$ cat config.mk
export PLATFORM = sky130hd
export DESIGN_NAME = inst_loader_flat
export DESIGN_NICKNAME = d
export VERILOG_FILES = /design/src/rtl/inst_loader_pkg.sv /design/src/rtl/inst_loader_if.sv /design/src/rtl/inst_loader.sv /design/src/flat_wrapper.sv
export SDC_FILE = /design/constraint.sdc
export NUM_CORES = 1
export LEC_CHECK = 0
export CAP_MARGIN = 30
export CELL_PAD_IN_SITES_DETAIL_PLACEMENT = 0
export CELL_PAD_IN_SITES_GLOBAL_PLACEMENT = 1
export CORE_ASPECT_RATIO = 0.75
export CORE_UTILIZATION = 36
export DETAILED_ROUTE_END_ITERATION = 10
export GPL_ROUTABILITY_DRIVEN = 1
export PLACE_DENSITY = 0.74
export SLEW_MARGIN = 25
export SYNTH_ARGS = -nofsm -noshare
export SYNTH_HDL_FRONTEND = slang
export SYNTH_SLANG_ARGS = --single-unit
$ cat constraint.sdc
create_clock -name clk -period 2.37 [get_ports clk]
set_input_delay 0.237 -clock clk [delete_from_list [all_inputs] [get_ports clk]]
set_output_delay 0.237 -clock clk [all_outputs]
set_load 0.01 [all_outputs]
$ cat src/rtl/inst_loader_pkg.sv
// Shared constants and types for the boot-time instruction loader.
// The frame is a length byte (word count), a little-endian payload, then an XOR checksum byte.
package inst_loader_pkg;

   localparam int MEM_BYTES      = 256;
   localparam int BYTES_PER_WORD = 4;
   localparam int MAX_WORDS      = MEM_BYTES / BYTES_PER_WORD;
   localparam int ADDR_W         = $clog2(MEM_BYTES);
   localparam int CNT_W          = ADDR_W + 1;

   localparam logic [7:0] CSUM_SEED = 8'h00;
   localparam logic [7:0] FILL_BYTE = 8'h00;

   typedef enum logic [2:0] {
      ST_IDLE = 3'd0,
      ST_LEN  = 3'd1,
      ST_DATA = 3'd2,
      ST_CSUM = 3'd3,
      ST_FILL = 3'd4,
      ST_DONE = 3'd5,
      ST_ERR  = 3'd6
   } state_e;

   // A length byte is usable when it names 1..MAX_WORDS words.
   function automatic logic len_ok(input logic [7:0] n);
      return (n != 8'd0) && (n <= 8'(MAX_WORDS));
   endfunction

endpackage

$ cat src/rtl/inst_loader_if.sv
// Byte stream in (valid/ready) and byte write port out of the loader.
// Handshake: a byte transfers in any cycle where in_valid && in_ready; in_ready never depends on in_valid.
interface inst_loader_if;
   import inst_loader_pkg::*;

   logic              in_valid;
   logic [7:0]        in_data;
   logic              in_ready;
   logic              mem_we;
   logic [ADDR_W-1:0] mem_waddr;
   logic [7:0]        mem_wdata;

   modport master (
      output in_valid, in_data,
      input  in_ready, mem_we, mem_waddr, mem_wdata
   );

   modport slave (
      input  in_valid, in_data,
      output in_ready, mem_we, mem_waddr, mem_wdata
   );

endinterface

$ cat src/rtl/inst_loader.sv
// Parses a framed program image from the byte stream into the instruction store,
// zero-fills the unused tail and releases the CPU only after a matching checksum.
module inst_loader
   import inst_loader_pkg::*;
(
   input  logic         clk,
   input  logic         rst,
   input  logic         start,
   inst_loader_if.slave lif,
   output logic         cpu_run,
   output logic         err,
   output logic         busy,
   output state_e       dbg_state_o
);

   state_e            state_q;
   logic [CNT_W-1:0]  cnt_q;
   logic [CNT_W-1:0]  total_q;
   logic [7:0]        xor_q;
   logic              mem_we_q;
   logic [ADDR_W-1:0] waddr_q;
   logic [7:0]        wdata_q;
   logic              cpu_run_q;
   logic              err_q;

   logic              accept;
   logic [CNT_W-1:0]  cnt_d;
   logic [7:0]        xor_d;

   assign lif.in_ready = (state_q == ST_LEN) || (state_q == ST_DATA) || (state_q == ST_CSUM);
   assign busy         = lif.in_ready || (state_q == ST_FILL);
   assign accept       = lif.in_valid && lif.in_ready;
   assign cnt_d        = cnt_q + CNT_W'(1);
   assign xor_d        = xor_q ^ lif.in_data;

   assign lif.mem_we    = mem_we_q;
   assign lif.mem_waddr = waddr_q;
   assign lif.mem_wdata = wdata_q;
   assign cpu_run       = cpu_run_q;
   assign err           = err_q;
   assign dbg_state_o   = state_q;

   always_ff @(posedge clk) begin
      if (rst) begin
         state_q   <= ST_IDLE;
         cnt_q     <= '0;
         total_q   <= '0;
         xor_q     <= CSUM_SEED;
         mem_we_q  <= 1'b0;
         waddr_q   <= '0;
         wdata_q   <= '0;
         cpu_run_q <= 1'b0;
         err_q     <= 1'b0;
      end else begin
         mem_we_q <= 1'b0;
         case (state_q)
            ST_IDLE, ST_DONE, ST_ERR: begin
               if (start) begin
                  state_q   <= ST_LEN;
                  cnt_q     <= '0;
                  xor_q     <= CSUM_SEED;
                  cpu_run_q <= 1'b0;
                  err_q     <= 1'b0;
               end
            end
            ST_LEN: begin
               if (accept) begin
                  if (len_ok(lif.in_data)) begin
                     // N <= 64, so 4*N fits the 9-bit counter without bit 7 of N.
                     total_q <= {lif.in_data[6:0], 2'b00};
                     state_q <= ST_DATA;
                  end else begin
                     state_q <= ST_ERR;
                     err_q   <= 1'b1;
                  end
               end
            end
            ST_DATA: begin
               if (accept) begin
                  mem_we_q <= 1'b1;
                  waddr_q  <= cnt_q[ADDR_W-1:0];
                  wdata_q  <= lif.in_data;
                  xor_q    <= xor_d;
                  cnt_q    <= cnt_d;
                  if (cnt_d == total_q) state_q <= ST_CSUM;
               end
            end
            ST_CSUM: begin
               if (accept) begin
                  if (lif.in_data != xor_q) begin
                     state_q <= ST_ERR;
                     err_q   <= 1'b1;
                  end else if (total_q == CNT_W'(MEM_BYTES)) begin
                     state_q   <= ST_DONE;
                     cpu_run_q <= 1'b1;
                  end else begin
                     // cnt already equals total here: the tail starts right after the payload.
                     state_q <= ST_FILL;
                  end
               end
            end
            ST_FILL: begin
               mem_we_q <= 1'b1;
               waddr_q  <= cnt_q[ADDR_W-1:0];
               wdata_q  <= FILL_BYTE;
               cnt_q    <= cnt_d;
               if (cnt_q == CNT_W'(MEM_BYTES - 1)) begin
                  state_q   <= ST_DONE;
                  cpu_run_q <= 1'b1;
               end
            end
            default: state_q <= ST_IDLE;
         endcase
      end
   end

endmodule

$ cat src/flat_wrapper.sv
// flat-port wrapper written by rule: the top's interface ports become plain ports
module inst_loader_flat import inst_loader_pkg::*;
  (clk, rst, start, cpu_run, err, busy, dbg_state_o, lif_in_valid, lif_in_data, lif_in_ready, lif_mem_we, lif_mem_waddr, lif_mem_wdata);
  inst_loader_if lif_i ();
  input  logic clk;
  input  logic rst;
  input  logic start;
  output logic cpu_run;
  output logic err;
  output logic busy;
  output state_e dbg_state_o;
  input wire logic [$bits(lif_i.in_valid)-1:0] lif_in_valid;
  input wire logic [$bits(lif_i.in_data)-1:0] lif_in_data;
  output wire logic [$bits(lif_i.in_ready)-1:0] lif_in_ready;
  output wire logic [$bits(lif_i.mem_we)-1:0] lif_mem_we;
  output wire logic [$bits(lif_i.mem_waddr)-1:0] lif_mem_waddr;
  output wire logic [$bits(lif_i.mem_wdata)-1:0] lif_mem_wdata;
  assign lif_i.in_valid = lif_in_valid;
  assign lif_i.in_data = lif_in_data;
  assign lif_in_ready = lif_i.in_ready;
  assign lif_mem_we = lif_i.mem_we;
  assign lif_mem_waddr = lif_i.mem_waddr;
  assign lif_mem_wdata = lif_i.mem_wdata;
  inst_loader u_core (.clk(clk), .rst(rst), .start(start), .lif(lif_i), .cpu_run(cpu_run), .err(err), .busy(busy), .dbg_state_o(dbg_state_o));
endmodule
==> results.cfg, run 1 <==
[timing]
skew_ns = 0.00245
worst_pin_slew_ns = 0.572
finalHoldViolations = 0
fmax_ghz = 0.437
hold_ws_ns = 0.459
setup_viol = 0
drv_slew = 0
post-route-period-util_pct = 96.5
period_minus_slack_ns = 2.29
setup_ws_ns = 0.0830
slew_headroom_pct = 61.7

[setup_path]
worst-path-max-fanout = 7
cp-start-kind = input port
crit_required_ns = 2.54
crit_path_end_kind = flip-flop
worstPathArrival_ns = 2.46
critPathKind = input port to flip-flop

[place]
portBuffers = 35
place_hpwl_um = 4590
place_ws_ns = -0.322
place_congestion = 0.809
dpl_cell_area_um2 = 3070

[detailed_routing]
firstDrtPassIters = 4
final_antenna_net_count = 0
vias = 2269
routed_wl_um = 6300
drc = 0
detail_route.wl_per_cell_um = 14.5
drt-vias-per-instance = 5.23
drt_iter0_markers = 80

[cts]
numCtsBuffers = 5
clock_sinks = 46
cts_tree = done
clockBufferDepth = 2
cts.clk_slew.worst_paths_ns = 0.08
clockRootBuffer = clkbuf_8
clk_latency_ns = 0.29
htree_levels = 2

[power_and_ir_drop]
p_leak_nw = 1.19
power_frac_clock_pct = 18.1
switching_power_mw = 0.919
p_comb_share_pct = 46.4
power.internal_mw = 1.58
pwr_density_cell_nw_per_um2 = 781
seqPwrFrac_pct = 35.6
p_sw_share_pct = 36.7
peakVddDrop_mv = 0.344

[synthesis]
synth_area_um2 = 2450
yosysUniqueCellTypes = 50
synthesis.nets = 310
syn_avg_cell_area_um2 = 8.31
postSynthCellCount = 295
yosys_register_bits = 46
synthArstFlopShare_pct = 0
yosysWarnings = 0
ys_seq_area_share_pct = 37.6
synth_edf_count = 0
ys.flop_type = dfxtp_1

[global_route]
met1_usage_pct = 27.0
grt_max_degree = 36
grt_remaining_overflow = 0
grt_pass1_vias = 2073
grt.busiest_layer = met1
grt_use_met2_pct = 26.4
grt_first_pass_wirelength_um = 10300
antenna_found_initial = 0
use_met3_pct = 3.04
globalRouteTotalUtil_pct = 18.0

[floorplan]
die_h_um = 73.5
start_util_pct = 38.0
io_pins = 36
fp-row-count = 25
fp.dieW_um = 97.3
die_area_um2 = 7150
core_area_um2 = 6440

[finish]
final_cell_area_um2 = 3200
num-fill-cells = 634
drive_gt1_share_pct = 15.3
fin_nets = 368
syn2layout_area_growth_pct = 30.7
antenna_cells = 0
mostFrequentLayoutCells = dfxtp_1, nor2_1, buf_4
final_common_cell = dfxtp_1

[worst_hold_path]
worst_hold_path_type = flip-flop to flip-flop

[run_status]
status = finished, final reports clean

[flow_run]
cap_viol_max_count = 0
-- critical path: stages --
cell             delay [ns]
clkdlybuf4s50_1        0.46
or4_1                  0.53
o31a_1                 0.25
or4_1                  0.42
or2_4                  0.31
mux2i_1                0.19
nor2_1                 0.06
-- routing by layer --
| layer | up-vias | routed length (um) |
|---|---|---|
| li1 | 1178 | - |
| met1 | 1052 | 3480 |
| met2 | 35 | 2590 |
| met3 | 4 | 175 |
| met4 | 0 | 52 |
| met5 | - | 0 |
-- flip-flops by register name, indices dropped and copies added (netlist names) --
register              cells
u_core.cnt_q              9
u_core.cpu_run            1
u_core.dbg_state_o        3
u_core.err                1
u_core.lif.mem_waddr      8
u_core.lif.mem_wdata      8
u_core.lif.mem_we         1
u_core.total_q            7
u_core.xor_q              8
-- cell families (layout without fill, tap and decap cells) --
logic type | Yosys count | after routing | synth area share [%]
DFF | 46 | 46 | 37.6
muxes | 15 | 15 | 6.13
buffers and inverters | 25 | 83 | 4.59
xor gates and xnor gates | 15 | 15 | 5.36
AOI/OAI and AO/OA | 78 | 78 | 19.9
adders and majority gates | 4 | 4 | 2.25
and+or+nand+nor | 112 | 112 | 24.2
-- synthesized netlist by cell type (2+ instances only) --
cell type	instances	share of area (%)
nor2_1	38	5.8
o21ai_1	17	3.5
xor2_1	3	1.1
nand2b_1	3	0.77
nor3b_1	3	0.92
o31a_1	3	1.1
a22o_1	8	2.9
clkbuf_1	15	2.3
a21oi_1	24	4.9
nand3_1	11	2.2
or4_1	4	1.2
or3_1	5	1.3
or4b_1	2	0.82
mux2i_1	15	6.1
o21bai_1	2	0.61
buf_2	2	0.41
buf_4	2	0.61
inv_1	3	0.46
ha_1	2	1.0
nor4_1	2	0.51
o21ai_0	6	1.2
nand2_1	11	1.7
nand3b_1	8	2.5
nor3_1	5	1.0
a211oi_1	4	1.2
or3b_1	3	1.1
nand4_1	2	0.51
nor2b_1	6	1.5
xnor2_1	12	4.3
a31oi_1	5	1.3
and3_1	5	1.3
dfxtp_1	46	38
-- power by group through the flow --
stage | clock, mW | combinational (mW) | sequential (mW)
6_report | 0.452 | 1.16 | 0.890
5_1_grt | 0.503 | 1.27 | 0.900
4_1_cts | 0.471 | 1.13 | 0.887
3_5_place_dp | 0 | 1.12 | 0.904
3_3_place_gp | 0 | 1.11 | 0.903
2_1_floorplan | 0 | 0.654 | 0.919
-- worst paths after layout --
check / start / end / slack, ns / cells after the start
hold reg to reg: u_core.cnt_q[8] / u_core.cnt_q[8] / 0.46 / 2
setup reg to reg: u_core.cnt_q[1] / u_core.dbg_state_o[1] / 0.13 / 10
hold / removal: u_core.cnt_q[8] / u_core.cnt_q[8] / 0.46 / 2
setup / recovery: lif_in_data[1] / u_core.total_q[4] / 0.08 / 7
-- per-stage QoR --
step	total power, mW	util [%]	cells	TNS (ns)
6_report	2.50	49.7	434	0
5_1_grt	2.68	49.7	434	-0.0321
4_1_cts	2.48	48.8	432	0
3_5_place_dp	2.02	47.6	425	-2.15
3_3_place_gp	2.01	47.6	425	-1.84
2_1_floorplan	1.57	-	295	0
-- area by class of cell --
class	count	area, um2	share of cell area, %
multi-input cells	224	1460	45.5
flip-flops and latches	46	923	28.8
repair buffers	72	628	19.6
well taps	81	101	3.16
clock buffers	7	76.3	2.38
inverters	4	15.0	0.469
-- timing repair --
action,4_1_cts,5_1_grt
pin swaps,0,9
resized for setup,1,10
endpoints found under the setup margin,2,2
buffers inserted,0,2
hold buffers,0,0
Power figures use the tool's default switching activity.
==> run 2: changes to the inputs <==
--- a/config.mk
+++ b/config.mk
@@ -10,6 +10,7 @@
 export CELL_PAD_IN_SITES_GLOBAL_PLACEMENT = 1
 export CORE_ASPECT_RATIO = 0.75
 export CORE_UTILIZATION = 36
+export CTS_CLUSTER_SIZE = 28
 export DETAILED_ROUTE_END_ITERATION = 10
 export GPL_ROUTABILITY_DRIVEN = 1
 export PLACE_DENSITY = 0.74
==> results of run 2 <==
No change in the layout: final DEF, timing and power equal those of run 1.
